## src/rtl/led_counter_ctrl.sv

```systemverilog
// LED counter controller: debounced front-panel buttons, remote value load,
// speed-selectable tick prescaler and the 8-bit LED count register.
module led_counter_ctrl #(
    parameter int CLK_FREQ        = 25_000_000,
    parameter int DEBOUNCE_CYCLES = 250_000
) (
    input  logic       clk,
    input  logic       rst,
    input  logic       btn_run,
    input  logic       btn_step,
    input  logic       btn_clear,
    input  logic       btn_dir,
    input  logic [1:0] speed,
    input  logic       load_valid,
    input  logic [7:0] load_data,
    output logic       load_ready,
    output logic [7:0] leds,
    output logic       running,
    output logic       down,
    output logic       tick
);

    localparam int NUM_BTN   = 4;
    localparam int BTN_RUN   = 0;
    localparam int BTN_STEP  = 1;
    localparam int BTN_CLEAR = 2;
    localparam int BTN_DIR   = 3;

    // The counter never exceeds DEBOUNCE_CYCLES-1, so clog2 bits suffice.
    localparam int CNT_W = (DEBOUNCE_CYCLES > 1) ? $clog2(DEBOUNCE_CYCLES) : 1;
    localparam logic [CNT_W-1:0] CNT_LAST = CNT_W'(DEBOUNCE_CYCLES - 1);

    localparam logic ST_PAUSE = 1'b0;
    localparam logic ST_RUN   = 1'b1;

    logic [NUM_BTN-1:0] btn_raw;
    logic [NUM_BTN-1:0] btn_event;

    assign btn_raw = {btn_dir, btn_clear, btn_step, btn_run};

    generate
        for (genvar gi = 0; gi < NUM_BTN; gi++) begin : g_btn
            logic             sync1_reg;
            logic             sync2_reg;
            logic             stable_reg;
            logic             stable_prev_reg;
            logic [CNT_W-1:0] db_cnt_reg;

            always_ff @(posedge clk) begin
                if (rst) begin
                    sync1_reg       <= 1'b0;
                    sync2_reg       <= 1'b0;
                    stable_reg      <= 1'b0;
                    stable_prev_reg <= 1'b0;
                    db_cnt_reg      <= '0;
                end else begin
                    sync1_reg       <= btn_raw[gi];
                    sync2_reg       <= sync1_reg;
                    stable_prev_reg <= stable_reg;
                    if (sync2_reg == stable_reg) begin
                        db_cnt_reg <= '0;
                    end else if (db_cnt_reg == CNT_LAST) begin
                        stable_reg <= sync2_reg;
                        db_cnt_reg <= '0;
                    end else begin
                        db_cnt_reg <= db_cnt_reg + 1'b1;
                    end
                end
            end

            // Only the press edge of the debounced level is an event.
            assign btn_event[gi] = stable_reg & ~stable_prev_reg;
        end
    endgenerate

    logic ev_run;
    logic ev_step;
    logic ev_clear;
    logic ev_dir;

    assign ev_run   = btn_event[BTN_RUN];
    assign ev_step  = btn_event[BTN_STEP];
    assign ev_clear = btn_event[BTN_CLEAR];
    assign ev_dir   = btn_event[BTN_DIR];

    logic        state_reg, state_next;
    logic        down_reg, down_next;
    logic [7:0]  leds_reg, leds_next;
    logic        tick_reg, tick_next;
    logic [31:0] prescaler_reg, prescaler_next;
    logic [1:0]  speed_prev_reg;

    logic [31:0] period;
    logic        speed_changed;
    logic        load_fire;
    logic        tick_due;
    logic [7:0]  leds_stepped;

    assign period        = 32'(CLK_FREQ) >> speed;
    assign speed_changed = (speed != speed_prev_reg);
    assign load_ready    = ~rst & ~ev_clear;
    assign load_fire     = load_valid & load_ready;
    assign tick_due      = (state_reg == ST_RUN) && (prescaler_reg == period - 32'd1);
    // Direction is the pre-event value; a same-cycle ev_dir applies afterwards.
    assign leds_stepped  = down_reg ? (leds_reg - 8'd1) : (leds_reg + 8'd1);

    always_comb begin
        state_next = state_reg;
        if (ev_run) begin
            state_next = (state_reg == ST_RUN) ? ST_PAUSE : ST_RUN;
        end
        down_next = down_reg ^ ev_dir;
    end

    always_comb begin
        leds_next = leds_reg;
        tick_next = 1'b0;
        if (ev_clear) begin
            leds_next = 8'h00;
        end else if (load_fire) begin
            leds_next = load_data;
        end else if (ev_step && (state_reg == ST_PAUSE)) begin
            leds_next = leds_stepped;
        end else if (tick_due) begin
            leds_next = leds_stepped;
            tick_next = 1'b1;
        end
    end

    always_comb begin
        prescaler_next = prescaler_reg + 32'd1;
        if ((state_reg == ST_PAUSE) || ev_clear || load_fire || speed_changed || tick_due) begin
            prescaler_next = 32'd0;
        end
    end

    always_ff @(posedge clk) begin
        if (rst) begin
            state_reg      <= ST_PAUSE;
            down_reg       <= 1'b0;
            leds_reg       <= 8'h00;
            tick_reg       <= 1'b0;
            prescaler_reg  <= 32'd0;
            speed_prev_reg <= 2'd0;
        end else begin
            state_reg      <= state_next;
            down_reg       <= down_next;
            leds_reg       <= leds_next;
            tick_reg       <= tick_next;
            prescaler_reg  <= prescaler_next;
            speed_prev_reg <= speed;
        end
    end

    assign leds    = leds_reg;
    assign running = (state_reg == ST_RUN);
    assign down    = down_reg;
    assign tick    = tick_reg;

endmodule

```

## config.mk

```make
export PLATFORM = sky130hd
export DESIGN_NAME = led_counter_ctrl
export DESIGN_NICKNAME = d
export VERILOG_FILES = /design/src/rtl/led_counter_ctrl.sv
export SDC_FILE = /design/constraint.sdc
export NUM_CORES = 1
export LEC_CHECK = 0
export CORE_MARGIN = 1.5
export CORE_UTILIZATION = 65
export DETAILED_ROUTE_END_ITERATION = 16
export PLACE_DENSITY_LB_ADDON = 0.15
export SLEW_MARGIN = 20
export SYNTH_ARGS = -nofsm -noshare
export SYNTH_HDL_FRONTEND = slang
export SYNTH_SLANG_ARGS = --single-unit
```

## constraint.sdc

```tcl
create_clock -name clk -period 4.1 [get_ports clk]
set_clock_uncertainty 0.2 [all_clocks]
set_input_delay 0.41 -clock clk [delete_from_list [all_inputs] [get_ports clk]]
set_output_delay 0.41 -clock clk [all_outputs]
set_load 0.01 [all_outputs]
```

**Yosys cells after proc, flatten, opt, wreduce, memory -nomap -nowiden**

Index checks and enable logic that the tools add are counted.

- Equality and inequality tests: 10
- Reduce and logical (&&, ||, !) cells: 18
- Add/sub/neg operators: 8
- Shift operators: 1
- Muxes and demuxes: 6
- Bitwise logic cells: 18

Operators by type and width:

| kind | number |
|---|---|
| 18-bit by 1-bit adder with 18-bit output (second input constant) | 4 |
| 18-bit equality test (second input constant) | 4 |
| 32-bit by 1-bit adder with 32-bit output (second input constant) | 1 |
| 32-bit equality test | 1 |
| 8-bit two-way mux | 4 |
| 25-bit by 2-bit >> shifter with 32-bit output (first input constant) | 1 |
| 32-bit by 1-bit subtractor with 32-bit output (second input constant) | 1 |
| 3-bit OR reduction | 4 |
| 1-bit NOT | 11 |
| 8-bit by 1-bit adder with 8-bit output (second input constant) | 1 |
| 2-bit AND reduction | 4 |
| 8-bit by 1-bit subtractor with 8-bit output (second input constant) | 1 |
| 1-bit AND | 6 |
| 1-bit equality test | 4 |
| 1-bit logical OR | 4 |
| 2-bit OR reduction | 2 |
| 4-bit OR reduction | 1 |
| 3-bit nonzero test | 1 |
| 1-bit logical AND | 2 |
| 1-bit two-way mux | 2 |
| 2-bit inequality test | 1 |
| 1-bit XOR | 1 |

- Word-level logic and storage cells: 87
- Output and inout port bits: 12
- Register bits: 133
- Bits of input ports: 17

**Longest topological paths before layout**

- Depth in word-level cells: 9
- Mapped depth: 9
- Gate-level depth less buffers: 8

**Worst setup path before layout**

OpenSTA, ideal clock, no wires.

- Path type: reg2reg
- Start: reg prescaler_reg[0]
- End: reg prescaler_reg[25]
- Path slack: 1398 ps
- Required time: 3785 ps
- Buffers on the path: 1
- Library setup time: 115 ps
- Stages on the path, launching flop included: 9
- Arrival: 2388 ps
- Period minus slack after synthesis: 2702 ps
- Path through: dfxtp_1 > ha_1 > nand2_1 > or4b_1 > or4_4 > or4b_4 > nand3_4 > buf_6 > nor2_1

- Cells in the longest elaborated chain, start to end: 4
- Elaborated cells on any way between the ends: 5
- Those cells by class: add/sub: 1; eq/ne: 1; reduce/logical: 3

RTL lines:

| item | RTL line | text |
|---|---|---|
| start: declaration | 90 | `logic [31:0] prescaler_reg, prescaler_next;` |
| start signal: assignment | 150 | `prescaler_reg <= prescaler_next;` |
| parallel branches: the longest is 4 deep, another holds 32-bit by 1-bit adder with 32-bit output | - |  |

Several ways; the timed one is not identified.
A chain may end at the register's enable or synchronous reset.

**Worst setup path in the final report**

- Start: reg prescaler_reg[0]
- End: reg prescaler_reg[9]

Same word-level chain as after synthesis.

==> flow_summary.ini <==
[sta]
max_slew_margin_pct = 44.9
period_needed_ps = 3040
fin_tns_setup_ps = 0
timing.final.ws_setup_ps = 1060
rsz0062_at_grt = no
finalCritPeriodShare_pct = 74.2
setup-violations-final = 0
maxSlewViolCount = 0
worst_pin_slew_ps = 819
max_clock_freq_mhz = 329
hold_violations = 0

[floorplan]
core_um2 = 8850
initial_utilization_pct = 68.0
io_pins = 29
die_width_um = 99.2
die-area_um2 = 9850
rows = 34
die_h_um = 99.2

[status]
status = complete, no violations

[setup_path]
path_buf_inv = 0
worstPathCellList = ha_1 -> nand2_1 -> or4b_1 -> or4_4 -> or4b_4 -> nand3_4 -> nor2_1
cpPeakStageDelay_ps = 610
cp.arrival_ps = 3230
worstPathRequired_ps = 4290
cp-start-kind = flop
cp_top_family = simple AND/OR/NAND/NOR gates
endpoint_kind = flop
critPathSlowestCell = or4b_4
critPathMaxFanout = 32
critical_path_class = flop to flop

[clock_network]
clockBufferDepth = 2
clk_latency_ps = 510
cts_setup_buffers = 0
numCtsBuffers = 17
cts_resized = 0
cts.clk_slew.worst_paths_ps = 60
cts_tree = done
h-tree-depth = 4
clockRootBuffer = clkbuf_8
cts_sinks = 133
hold_buffers = 0

[final_layout]
diodes = 0
syn_to_final_growth_pct = 15.3
drive_above_1_share_pct = 4.61
layout_commonest_cell = nor2_1
largest_reg_flops = 72
fin_nets = 755
post-route-util_pct = 78.4
layout_common_cells = nor2_1, dfxtp_1, xnor2_1

[placed_design]
portBuffers = 28
pre_cts_ws_ps = 747
routabilityCongestion = 0.873
dp.final_hpwl_um = 8170

[route]
drt_iter0_drc = 233
wirelength_um = 12200
viasPerCell = 5.73
via_count = 4845
avgRoutedWirePerCell_um = 14.5
drc_errors = 0
postRouteAntennaNets = 0
first_pass_iters = 5

[synth]
synthFlopType = dfxtp_1
synthMuxAreaShare_pct = 0.665
yosys.area_share.simple_pct = 29.3
ys_warn_count = 0
synth-edff-count = 0
synth_cell_types = 50
ys_async_sr_fraction_pct = 0
syn_inst = 695
synth-compound-area-share_pct = 5.47
synth-xor-area-share_pct = 14.8
synthAdderAreaFrac_pct = 2.83
syn_area_per_cell_um2 = 8.66
ys_ff_latch = 133
syn_area_um2 = 6020
ys_seq_area_share_pct = 44.2
synth_nets = 725
synth_top_family_by_area = simple AND/OR/NAND/NOR gates

[power]
power.density_nw_per_um2 = 417
leakage_nw = 2.31
vdd_drop_max_mv = 0.227

[global_route]
grt_overflow_total = 0
grt_pass1_vias = 4752
grt_max_degree = 33
antenna_found_initial = 0
grt_pass1_wl_um = 21300
grt_usage_pct = 26.7

[hold_path]
hold_path_class = flop to flop

[run]
max_cap_viol_count = 0
[synthesized netlist by cell type, types with 4 or more instances]
master | instances | area share (%)
inv_1 | 19 | 1.2
xor2_1 | 48 | 7.0
nor2b_1 | 21 | 2.2
nand3_1 | 48 | 4.0
or3_1 | 9 | 0.94
clkbuf_1 | 12 | 0.75
nor3_1 | 12 | 1.0
and2_1 | 4 | 0.42
nand2_1 | 40 | 2.5
nor2_1 | 149 | 9.3
a21oi_1 | 14 | 1.2
and4_1 | 7 | 1.0
nand2b_1 | 4 | 0.42
nor4_1 | 11 | 1.1
dfxtp_1 | 133 | 44
a21o_1 | 4 | 0.50
o21ai_0 | 11 | 0.91
and3_1 | 12 | 1.2
nor4b_1 | 4 | 0.58
mux2i_1 | 4 | 0.67
ha_1 | 12 | 2.5
nand4_1 | 21 | 2.2
xnor2_1 | 54 | 7.9
[area by class of cell]
cell class / instances / area (µm²)
multi-input cells: 525 / 3200
well taps: 108 / 135
repair buffers: 29 / 288
clock inverters: 8 / 125
fillers: 586 / 1910
clock buffers: 23 / 457
flip-flops and latches: 133 / 2660
inverters: 19 / 71.3
[where the power goes]
group          total (mW)  internal (mW)  switching [mW]
Combinational      0.0891         0.0444          0.0447
Sequential           1.31           1.30         0.00817
Clock                1.49          0.955           0.536
Total                2.89           2.30           0.589
[worst paths after layout]
kind / start / end / slack (ps) / cells after the start
hold / removal: g_btn[1].sync1_reg$_SDFF_PP0_ / g_btn[1].sync2_reg$_SDFF_PP0_ / 240 / 1
setup reg to reg: prescaler_reg[0]$_SDFF_PP0_ / prescaler_reg[9]$_SDFF_PP0_ / 1060 / 7
hold reg to reg: g_btn[1].sync1_reg$_SDFF_PP0_ / g_btn[1].sync2_reg$_SDFF_PP0_ / 240 / 1
setup / recovery: prescaler_reg[0]$_SDFF_PP0_ / prescaler_reg[9]$_SDFF_PP0_ / 1060 / 7
[logic make-up after synthesis]
logic type / count (synthesis)
simple gates: 355
compound gates: 51
xor+xnor: 102
fa+ha+maj: 13
flops: 133
buf+inv: 37
mux: 4
[stage by stage]
step	area, µm²	hold WS [ps]	instances	power (mW)
6_report	6940	235	845	2.89
5_1_grt	6940	262	845	2.98
4_1_cts	6930	239	845	2.90
3_5_place_dp	6350	228	814	1.43
3_3_place_gp	6350	223	814	1.42
2_1_floorplan	6020	213	695	1.39
[per-layer routing]
metal,wire length [µm],vias to the layer above,global-route usage [%],share of wire [%]
li1,-,2428,-,-
met1,5420,2282,32.5,44
met2,6180,105,46.2,50
met3,389,30,5.41,3.2
met4,261,0,10.9,2.1
met5,0,-,0,0
Note: power is estimated with default switching activity, not from simulation.
